**src/rtl/tsmux_logger.sv**
```systemverilog
// Multi-channel edge timestamp logger: synchronised event inputs are timestamped, parked in
// per-channel pending slots and funnelled by a round-robin arbiter into a show-ahead FIFO.
module tsmux_logger #(
    parameter  int NCH = 4,
    parameter  int CW  = 56,
    parameter  int AW  = 4,
    localparam int CHW = (NCH > 1) ? $clog2(NCH) : 1,
    localparam int RW  = CW + CHW + 1
) (
    input  logic               clk,
    input  logic               rst,
    input  logic [NCH-1:0]     datain,
    input  logic [2*NCH-1:0]   edgemode,
    input  logic [CW-1:0]      counterin,
    input  logic               pop,
    input  logic [NCH-1:0]     clearoverrun,
    output logic [RW-1:0]      dataout,
    output logic               empty,
    output logic [AW:0]        fill,
    output logic [NCH-1:0]     overrun,
    output logic               attention
);

    localparam logic [AW:0] DEPTH = {1'b1, {AW{1'b0}}};

    function automatic logic [CHW-1:0] wrap_add(input logic [CHW-1:0] base, input int k);
        int s;
        s = int'(base) + k;
        if (s >= NCH) s = s - NCH;
        return CHW'(s);
    endfunction

    logic [NCH-1:0] sync1, sync2, last;
    logic [2:0]     startup;
    logic           init_edge, detect_en;
    logic [NCH-1:0] event_hit;

    logic [NCH-1:0] pend_valid;
    logic [CW:0]    pend_data [NCH];   // {timestamp, level}

    logic           wr_ok, grant_valid;
    logic [CHW-1:0] grant_idx, rr_ptr;
    logic [NCH-1:0] grant_hot, ovr_set;

    logic [RW-1:0]  mem [2**AW];
    logic [AW-1:0]  wptr, rptr;
    logic [AW:0]    count;
    logic           full, do_wr, do_rd;

    // NOTE: sequential state uses non-blocking assignments so every register samples
    // the pre-edge values of its neighbours, exactly like the hardware it describes.
    always_ff @(posedge clk or posedge rst) begin
        if (rst) begin
            sync1   <= '0;
            sync2   <= '0;
            last    <= '0;
            startup <= '0;
        end else begin
            sync1 <= datain;
            sync2 <= sync1;
            last  <= sync2;
            if (startup != 3'd7) startup <= startup + 3'd1;
        end
    end

    // Startup value 4 is the 5th edge after release; edges are only watched once saturated.
    assign init_edge = (startup == 3'd4);
    assign detect_en = (startup == 3'd7);

    // NOTE: every always_comb output gets a default before any branch, so no path can
    // leave it unassigned and infer a latch.
    always_comb begin
        event_hit = '0;
        for (int i = 0; i < NCH; i++) begin
            if (init_edge) begin
                event_hit[i] = (edgemode[2*i +: 2] != 2'b00);
            end else if (detect_en && (sync2[i] != last[i])) begin
                case (edgemode[2*i +: 2])
                    2'b01:   event_hit[i] = sync2[i];
                    2'b10:   event_hit[i] = ~sync2[i];
                    2'b11:   event_hit[i] = 1'b1;
                    default: event_hit[i] = 1'b0;
                endcase
            end
        end
    end

    assign full  = (count == DEPTH);
    assign empty = (count == '0);
    assign fill  = count;
    assign wr_ok = ~full | pop;

    // Scan from the highest offset down so the lowest offset from rr_ptr wins.
    always_comb begin
        grant_valid = 1'b0;
        grant_idx   = '0;
        grant_hot   = '0;
        for (int k = NCH - 1; k >= 0; k--) begin
            if (wr_ok && pend_valid[wrap_add(rr_ptr, k)]) begin
                grant_valid = 1'b1;
                grant_idx   = wrap_add(rr_ptr, k);
            end
        end
        if (grant_valid) grant_hot[grant_idx] = 1'b1;
    end

    assign ovr_set = event_hit & pend_valid & ~grant_hot;
    assign do_wr   = grant_valid;
    assign do_rd   = pop & ~empty;

    always_ff @(posedge clk or posedge rst) begin
        if (rst) begin
            pend_valid <= '0;
            for (int i = 0; i < NCH; i++) pend_data[i] <= '0;
            rr_ptr     <= '0;
            overrun    <= '0;
            attention  <= 1'b0;
        end else begin
            for (int i = 0; i < NCH; i++) begin
                // A slot being drained this cycle can accept the new event directly.
                if (grant_hot[i]) begin
                    pend_valid[i] <= event_hit[i];
                    if (event_hit[i]) pend_data[i] <= {counterin, sync2[i]};
                end else if (event_hit[i] && !pend_valid[i]) begin
                    pend_valid[i] <= 1'b1;
                    pend_data[i]  <= {counterin, sync2[i]};
                end
            end
            if (grant_valid) rr_ptr <= wrap_add(grant_idx, 1);
            overrun   <= (overrun | ovr_set) & ~clearoverrun;
            attention <= ~empty | (|overrun);
        end
    end

    always_ff @(posedge clk or posedge rst) begin
        if (rst) begin
            wptr  <= '0;
            rptr  <= '0;
            count <= '0;
        end else begin
            if (do_wr) wptr <= wptr + 1'b1;
            if (do_rd) rptr <= rptr + 1'b1;
            case ({do_wr, do_rd})
                2'b10:   count <= count + 1'b1;
                2'b01:   count <= count - 1'b1;
                default: count <= count;
            endcase
        end
    end

    // NOTE: the storage array is deliberately not reset; the pointers and count define
    // which entries are valid, so clearing the contents would only cost logic.
    always_ff @(posedge clk) begin
        if (do_wr) mem[wptr] <= {pend_data[grant_idx][CW:1], grant_idx, pend_data[grant_idx][0]};
    end

    assign dataout = mem[rptr];

endmodule

```
**config.mk**
```make
export PLATFORM = sky130hd
export DESIGN_NAME = tsmux_logger
export DESIGN_NICKNAME = d
export VERILOG_FILES = /design/src/rtl/tsmux_logger.sv
export SDC_FILE = /design/constraint.sdc
export NUM_CORES = 1
export LEC_CHECK = 0
export CAP_MARGIN = 20
export CORE_AREA = 2 2 302 304
export CTS_CLUSTER_DIAMETER = 40
export CTS_CLUSTER_SIZE = 20
export DETAILED_ROUTE_END_ITERATION = 8
export DIE_AREA = 0 0 304 306
export GPL_TIMING_DRIVEN = 0
export PLACE_DENSITY_LB_ADDON = 0.15
export SKIP_LAST_GASP = 1
export SLEW_MARGIN = 20
export SYNTH_ARGS = -nofsm -noshare
export SYNTH_HDL_FRONTEND = slang
export SYNTH_SLANG_ARGS = --single-unit
```
**constraint.sdc**
```tcl
create_clock -name clk -period 17.6 [get_ports clk]
set_input_delay 3.52 -clock clk [delete_from_list [all_inputs] [get_ports clk]]
set_output_delay 3.52 -clock clk [all_outputs]
set_load 0.1 [all_outputs]
```
* Word-level counts from Yosys, hierarchy flattened
Memories as Yosys holds them, arrays and structs flattened.
Index checks and enable logic that the tools add are counted.
** Word-level totals
- Memories :: 1
- Bits in read-only memories :: 0
- Latch bits :: 0
- Memory bits (writable) :: 944
- Register bits after elaboration :: 267
- Input port bits :: 75
- Output and inout bits :: 70
- Logic and storage cells :: 181
** Memories
- mem :: depth 16, bits a word 59, rd ports 1, clocked after Yosys merged registers in 0, wr ports 1, line 45 : logic [RW-1:0] mem [2**AW];
** Cells by class
- Shift operators :: 0
- Divide/modulo/power cells :: 0
- Equality and inequality tests :: 26
- $mul :: 0
- Bitwise operators :: 16
- Mux-type cells :: 62
- $add $sub $neg :: 14
- Reduce and logical (&&, ||, !) cells :: 32
- $lt $le $gt $ge :: 12
** Operators with widths (count)
- $mux W57 :: 14
- $bmux W57 S2 :: 1
- $mux W1 :: 27
- $eq A2 B2 Y1 const B :: 9
- $mux W2 :: 9
- $reduce_bool A2 Y1 :: 9
- $ge A3 B3 Y1 const B :: 5
- $lt A2 B3 Y1 const B :: 5
- $logic_and A1 B1 Y1 :: 13
- $and A4 B4 Y4 :: 3
- $pmux W1 S3 :: 4
- $eq A2 B1 Y1 const B :: 5
- $pmux W5 S2 :: 1
- $sub A2 B1 Y2 const B :: 5
- $add A4 B1 Y4 const B :: 2
- $bmux W1 S2 :: 4
- $ne A2 B2 Y1 const B :: 4
- $not A4 Y4 :: 2
- $reduce_and A2 Y1 :: 4
- $add A2 B1 Y3 const B :: 2
- $add A2 B2 Y3 const B :: 2
- $eq A3 B3 Y1 const B :: 2
- $not A1 Y1 :: 6
- $add A5 B1 Y5 const B :: 1
- 16 further kinds :: 23

* Depth between registers and ports, before layout
Gate-level depths: netlist (run 1).
- Depth after elaboration :: 19
- Mapped depth :: 16
- Depth with buffers taken out :: 11

* Worst setup path after synthesis (run 1)
No wires, ideal clock.
- Kind :: input port to flip-flop
- Start point :: input pop
- End point :: register pend_data[10] in the netlist's numbering
- Library setup time :: 0.125 ns
- Required time :: 17.475 ns
- Path buffers :: 4
- Stages on the path :: 11
- Path slack :: 10.869 ns
- Arrival time :: 6.606 ns
- Path through :: nor3b_1 a211oi_1 clkbuf_1 clkbuf_1 ha_1 inv_1 o21ai_0 and2_1 clkbuf_1 buf_2 mux2_2
** On the way
- Cells in the longest elaborated chain, start to end :: 13
- Elaborated cells on any way between the ends :: 23
- Those cells by class :: order compare (2); eq/ne (1); mux (12); bitwise (1); reduce/logical (7)
** Ends and longest elaborated chain
- start: declaration :: line 15 : input logic pop,
- $or A1 B1 Y1 * :: line 91 : assign wr_ok = ~full | pop;
- $logic_and A1 B1 Y1 :: line 99 : if (wr_ok && pend_valid[wrap_add(rr_ptr, k)]) begin
- $mux W2 (3 in series) :: line 99
- $mux W2 * :: line 99
- net grant_idx[0] :: line 42 : logic [CHW-1:0] grant_idx, rr_ptr;
- $lt A2 B3 Y1 (implied by the code) / $ge A2 B1 Y1 (equally long branches) :: line 104 : if (grant_valid) grant_hot[grant_idx] = 1'b1;
- $logic_and A1 B1 Y1 (implied by the code) :: line 104
- $mux W1 (implied by the code) :: line 104
- $demux W1 S2 * :: line 104
- $mux W4 * :: line 104
- $ne A2 B2 Y1 (no source line) / $reduce_bool A2 Y1 (equally long branches)
- $reduce_and A2 Y1 (no source line)
- end signal: indexed assignment :: line 123 : if (event_hit[i]) pend_data[i] <= {counterin, sync2[i]};
- end signal: indexed assignment :: line 126 : pend_data[i] <= {counterin, sync2[i]};
- end: declaration :: line 39 : logic [CW:0] pend_data [NCH];
The timed path passes the listed nets; every way through them passes the cells marked *.
A chain may end at the register's enable or synchronous reset.

* Final worst setup path (run 1)
- Start point :: register rptr[0]
- End point :: output dataout[19]
** On the way
- Cells in the longest elaborated chain, start to end :: 1
** Ends and longest elaborated chain
- start: declaration :: line 46 : logic [AW-1:0] wptr, rptr;
- start signal: assignment :: line 142 : if (do_rd) rptr <= rptr + 1'b1;
- $mem_v2 Z16 W59
- end: declaration :: line 17 : output logic [RW-1:0] dataout,
Every way passes these cells.

==> results of run 1 <==
-- through the flow --
stage / hold slack (ns) / std cells / worst slack, ns / cell area (sq um) / utilization [%]
after floorplan: 0.331 / 2093 / 6.73 / 47100 / -
final: 0.345 / 3710 / 9.19 / 55900 / 62.4
after CTS: 0.349 / 3703 / 9.06 / 55800 / 62.3
after global routing: 0.356 / 3710 / 9.06 / 55900 / 62.4
after detailed placement: 0.336 / 3439 / 8.98 / 50700 / 56.6
after global placement: 0.331 / 3413 / 3.56 / 50000 / 55.9
-- worst register-to-register path, delay by kind of cell, from the launching register on --
family | cells | cell delay [ns]
flops | 1 | 0.39
simple gates | 3 | 1.45
buf+inv | 8 | 2.85
fa+ha+maj | 1 | 0.18
mux | 1 | 0.40
compound gates | 2 | 0.35
-- layout make-up --
type                    instances  share of cell area, %
flip-flops and latches       1211                   62.7
repair buffers                177                   3.73
clock buffers                 173                   7.00
well taps                    1176                   2.63
inverters                      13                  0.101
plain buffers                 114                   1.03
multi-input cells             755                   20.7
clock inverters                91                   2.09
-- worst paths after layout --
check / start / endpoint / slack, ns / cells after the start
min in group asynchronous: rst / pend_data[214] / 3.22 / 2
setup / recovery: rptr[0] / dataout[19] / 9.19 / 6
hold reg to reg: sync1[0] / sync2[0] / 0.35 / 0
max in group asynchronous: rst / pend_data[184] / 13.40 / 3
setup reg to reg: fill[1] / pend_data[198] / 11.85 / 15
hold / removal: sync1[0] / sync2[0] / 0.35 / 0
-- sequential cells by signal, indices dropped and copies added, names as in the netlist, 3 cells and up --
signal and cells:
sync2 4, sync1 4, pend_valid 4, rptr 4, last 4, fill 5, startup 3, pend_data 228
mem 944, overrun 4, wptr 4
-- cells by family (layout without fill, tap and decap cells) --
| family | Yosys count | count (layout) | share of synthesized area (%) |
|---|---|---|---|
| flops | 1211 | 1211 | 74.3 |
| mux | 577 | 577 | 22.0 |
| buf+inv | 127 | 568 | 1.26 |
| simple gates | 97 | 97 | 1.02 |
| compound gates | 52 | 52 | 0.725 |
| fa+ha+maj | 16 | 16 | 0.425 |
| xor+xnor | 13 | 13 | 0.242 |
-- cell usage in the layout (no fill, tap or decap), types with 4 or more instances in the layout --
master	Yosys	layout
buf_12	2	6
inv_8	0	5
and2_1	12	4
buf_2	17	27
xnor2_1	7	7
clkbuf_16	0	152
dfrtp_1	267	267
o2bb2ai_1	4	4
clkinv_2	0	22
inv_6	0	18
clkinv_1	1	8
clkbuf_2	0	20
a21o_1	4	4
clkinv_4	0	6
buf_16	0	17
buf_1	28	12
o21ai_0	10	10
a32oi_1	8	8
and2_4	0	8
a21oi_1	15	15
xor2_1	6	6
mux4_2	344	344
clkinvlp_4	0	9
nand2b_1	6	6
nand2_1	41	41
mux2_2	232	232
clkbuf_1	58	68
nor2_1	15	15
ha_1	16	16
clkdlybuf4s50_1	0	144
and3_4	1	9
bufinv_16	0	22
inv_1	12	11
edfxtp_1	944	944
buf_6	8	10
-- metal layers --
layer / track usage, % / vias up / wire length (microns)
met3: 4.49 / 187 / 7890
met2: 40.0 / 956 / 55000
met1: 34.3 / 12501 / 45900
li1: - / 9363 / -
met4: 7.87 / 2 / 2890
met5: 0 / - / 14
-- cell usage after synthesis (3+ instances only) --
library cell  number
mux2_2           232
mux4_2           344
buf_2             17
ha_1              16
edfxtp_1         944
clkbuf_1          58
nor2_1            15
o2bb2ai_1          4
dfrtp_1          267
buf_1             28
a32oi_1            8
and2_1            12
buf_6              8
and3_1             9
nand2b_1           6
inv_1             12
o22ai_1            3
a21oi_1           15
xnor2_1            7
o21ai_0           10
a21o_1             4
xor2_1             6
nand3b_1           3
nand2_1           41
==> summary.txt, run 1 <==
Fill cells: 6011
CTS buffer count: 143
Max Freq: 119 MHz
Outcome: complete, no violations
Max cap viols: 0
Fin Setup TNS: 0 ns
Synth unique cells: 43
Layout cells sized above 1: 36.3%
GRT Util Overall: 24.6%
Cell Area, Synth: 47100 sq um
Area growth, synth to finish: 18.6%
DRC violations left: 0
Bufs and invs on worst path: 4
Syn avg cell area: 22.5 sq um
Worst slew margin: 19.7%
Sequential area share after synthesis: 74.3%
Slowest stage delay, CP: 1.00 ns
Hold-fix buffers, CTS: 0
Number of enable flip-flop cells after synthesis: 944
IO Port Bufs: 144
Antenna viol nets, final: 0
#FFs+latches synth: 1211
Initial antenna violation count: 2
Max Slew Vio Count: 0
Layout Skew: 0.0205 ns
First-pass GRT wire length: 163 mm
Critical Path End Type: primary output
Worst Path Arrival: 4.89 ns
Fin nets: 2506
GR Overflow Total: 0
Synth area leader: edfxtp_1
Setup Crit Path Kind: flop to primary output
Most frequently used flop master after synthesis: edfxtp_1
Drt pass-1 iters: 7
Syn. warnings: 0
CP top delay family: buffers and inverters
Die footprint: 93000 sq um
Vias in the first global route: 24434
Cell Rows: 110
Final hold vios: 0
Post-route clock period utilization: 47.8%
Mapped Cells: 2093
Core Area: 89600 sq um
Final GP Congestion: 0.771
Worst-path cell with the longest stage delay: clkdlybuf4s50_1
Crit path launch type: flop
Post_cts resized: 0
Clock transition at path regs: 0.06 ns
Area occupied by multi-input gates: 11600 sq um
DR vias: 23009
Register Area: 35000 sq um
Most used cell, CP: clkbuf_1
Worst Path Max Fanout: 10
Clock latency on the worst-skew pair: 0.73 ns
Final worst path period need: 8.41 ns
Clk sink count: 1211
Routed WL: 112 mm
Share of the synthesized area in the top cell type: 60.1%
H-Tree Depth: 4
Post-CTS setup buffer count: 0
Top cells by area, synth: edfxtp_1 (60%), mux4_2 (16%), dfrtp_1 (14%), mux2_2 (5.5%), clkbuf_1 (0.46%)
Die X-Extent: 304 microns
CTS root buf: clkbuf_16
Via density per instance: 6.20
Mapped Nets: 2184
Starting Density: 52.6%
CP required: 14.08 ns
Maximum root-to-sink buffer count: 3
Ports: 145
Setup violators final: 0
CTS tree: yes
Ys async rst share: 22.0%
Die Span Y: 306 microns
Worst-Margin Slew: 1.20 ns
RSZ-0062 raised after global routing: false
Ant diodes: 0
Detailed placement HPWL: 64.5 mm
Largest net degree at the start of global routing: 108
HP Class: flop to flop
Worst path cell trace: clkbuf_1 -> clkbuf_1 -> clkbuf_1 -> mux4_2 -> mux4_2 -> clkdlybuf4s50_1
DR iter-0 viols: 2278
WL/cell: 30.1 microns
Power of run 1 is left out: the tool's default activity adds up to more than one toggle a clock period on the data nets, which glitch-free logic cannot reach.
==> run 2: changes to the inputs <==
==> constraint.sdc (replaced) <==
create_clock -name clk -period 7.15 [get_ports clk]
set_input_delay 1.43 -clock clk [delete_from_list [all_inputs] [get_ports clk]]
set_output_delay 1.43 -clock clk [all_outputs]
set_load 0.1 [all_outputs]
==> run 2 against run 1 <==
- cell count is 0.16% higher
- sequential cell count unchanged
- utilization decreased by 0.15 points
- design area fell by 0.24%
- routed wire length decreased by 1.3%
- via count is 1.1% lower
- worst setup slack lost 8.3 ns
- non-clock buffer count rose by 6
==> summary.txt, run 2 (same netlist as run 1, synthesis figures left out) <==
CTS root buf: clkbuf_16
Setup violators final: 0 (unchanged)
Clock transition at path regs: 0.06 ns (about the same)
IO Port Bufs: 144 (unchanged)
Maximum root-to-sink buffer count: 3 (unchanged)
Cell Rows: 110 (unchanged)
DR iter-0 viols: 2131 (-6.5%)
Worst-path cell with the longest stage delay: clkdlybuf4s50_1
Post-route clock period utilization: 88.2%
Fill cells: 6056 (+0.75%)
Layout cells sized above 1: 36.2% (-0.071 points)
Layout Skew: 0.0314 ns (+0.0109 ns)
Clk sink count: 1211 (unchanged)
Register Area: 35000 sq um (unchanged)
CTS buffer count: 143 (unchanged)
Setup Crit Path Kind: flop to primary output
Worst Path Arrival: 4.87 ns (-0.02 ns)
Max Slew Vio Count: 0 (unchanged)
Post-CTS setup buffer count: 0 (unchanged)
R2R cell count: 14 (-1)
HP Class: flop to flop
Clock latency on the worst-skew pair: 0.73 ns (about the same)
Area occupied by multi-input gates: 11600 sq um (about the same)
Antenna viol nets, final: 0 (unchanged)
Critical path origin: rptr[0]
Critical R2R Launch: fill[1]
Worst path cell trace: clkbuf_1 -> clkbuf_1 -> buf_1 -> mux4_2 -> mux4_2 -> clkdlybuf4s50_1
Final GP Congestion: 0.777 (+0.73%)
Hold-fix buffers, CTS: 0 (unchanged)
Area growth, synth to finish: 18.3%
Vias in the first global route: 24278 (-0.64%)
Hold_sp: sync1[3]
Die footprint: 93000 sq um (unchanged)
WL/cell: 29.7 microns (-1.4%)
Outcome: complete, no violations
Critical Path End Type: primary output
CP required: 5.72 ns (-8.36 ns)
GRT Util Overall: 24.3% (-0.34 points)
Drt pass-1 iters: 7 (unchanged)
DR vias: 22761 (-1.1%)
Die X-Extent: 304 microns (unchanged)
Detailed placement HPWL: 66.0 mm (+2.3%)
Initial antenna violation count: 1 (-1)
Post_cts resized: 0 (unchanged)
CTS tree: yes
GR Overflow Total: 0 (unchanged)
Final hold slack: 0.353 ns (+0.00729 ns)
Core Area: 89600 sq um (unchanged)
Worst slew margin: 22.6% (+2.9 points)
Routed WL: 110 mm (-1.3%)
Most frequent cells in the layout: edfxtp_1 (944), mux4_2 (344), dfrtp_1 (267)
Worst-Margin Slew: 1.16 ns (-0.0437 ns)
H-Tree Depth: 4 (unchanged)
Via density per instance: 6.13 (-1.2%)
Max Freq: 159 MHz
Max cap viols: 0 (unchanged)
Most common cell after layout, fill and taps aside: edfxtp_1
Die Span Y: 306 microns (unchanged)
Final worst path period need: 6.30 ns
Final hold vios: 0 (unchanged)
Largest net degree at the start of global routing: 37 (-66%)
Slowest stage delay, CP: 0.99 ns (about the same)
First-pass GRT wire length: 162 mm (-0.91%)
Placed insts: 3447 (+0.23%)
Finished Layout Cells: 3716 (+0.16%)
Ports: 145 (unchanged)
Hold Crit Depth: 0 (unchanged)
Starting Density: 52.6% (unchanged)
Worst Path Max Fanout: 10 (unchanged)
Fin nets: 2512 (+0.24%)
RSZ-0062 raised after global routing: false
DRC violations left: 0 (unchanged)
Reg with most FFs: mem
Max reg flops: 944 (unchanged)
Post-Route Utilization: 62.2% (-0.15 points)
Crit path launch type: flop
==> run 2: changes by cell type in the layout (fill, tap and decap cells not counted), moves of 5 or more <==
cell,previous run,this run
clkinv_4,6,12
bufinv_16,22,12
clkbuf_2,20,15
buf_12,6,17
clkinv_1,8,13
==> run 2: critical path: cells and delay by family, from the launching register on <==
kind	cells	cell delay, ns
buf+inv	4	2.63
mux	2	1.16
flops	1	0.35
==> run 2: layout make-up <==
class                           count  share of cell area, %
Clock buffer                      170                   7.02
Sequential cell                  1211                   62.8
Tap cell                         1176                   2.64
Multi-Input combinational cell    755                   20.8
Buffer                            114                   1.02
Clock inverter                     93                   1.67
Timing Repair Buffer              183                   3.93
Inverter                           13                 0.0943
Antenna cell                        1                0.00449
==> run 2: layer usage <==
metal	wire length [microns]	part of all wire (%)	track usage [%]	up-vias
li1	-	-	-	9373
met1	44500	40	32.6	12439
met2	56100	51	40.8	792
met3	7580	6.9	5.06	157
met4	2150	1.9	6.76	0
met5	0	0	0	-
==> run 2: path summary, 6_finish.rpt <==
path,end,slack [ns]
min reg2reg,sync2[3],0.35
max in group asynchronous,pend_data[75],4.79
min in group asynchronous,pend_data[46],1.19
min,sync2[3],0.35
max reg2reg,pend_data[187],1.39
max,dataout[47],0.85
==> run 2: through the flow <==
| step | setup slack (ns) | instance area [sq um] | setup TNS, ns |
|---|---|---|---|
| global placement | -1.19 | 50000 | -137.22 |
| floorplan | 2.19 | 47100 | 0 |
| finish | 0.846 | 55700 | 0 |
| global route | 0.629 | 55700 | 0 |
| detailed placement | 0.0835 | 50800 | 0 |
| CTS | 0.666 | 55700 | 0 |
Power of run 2 is left out for the same reason.
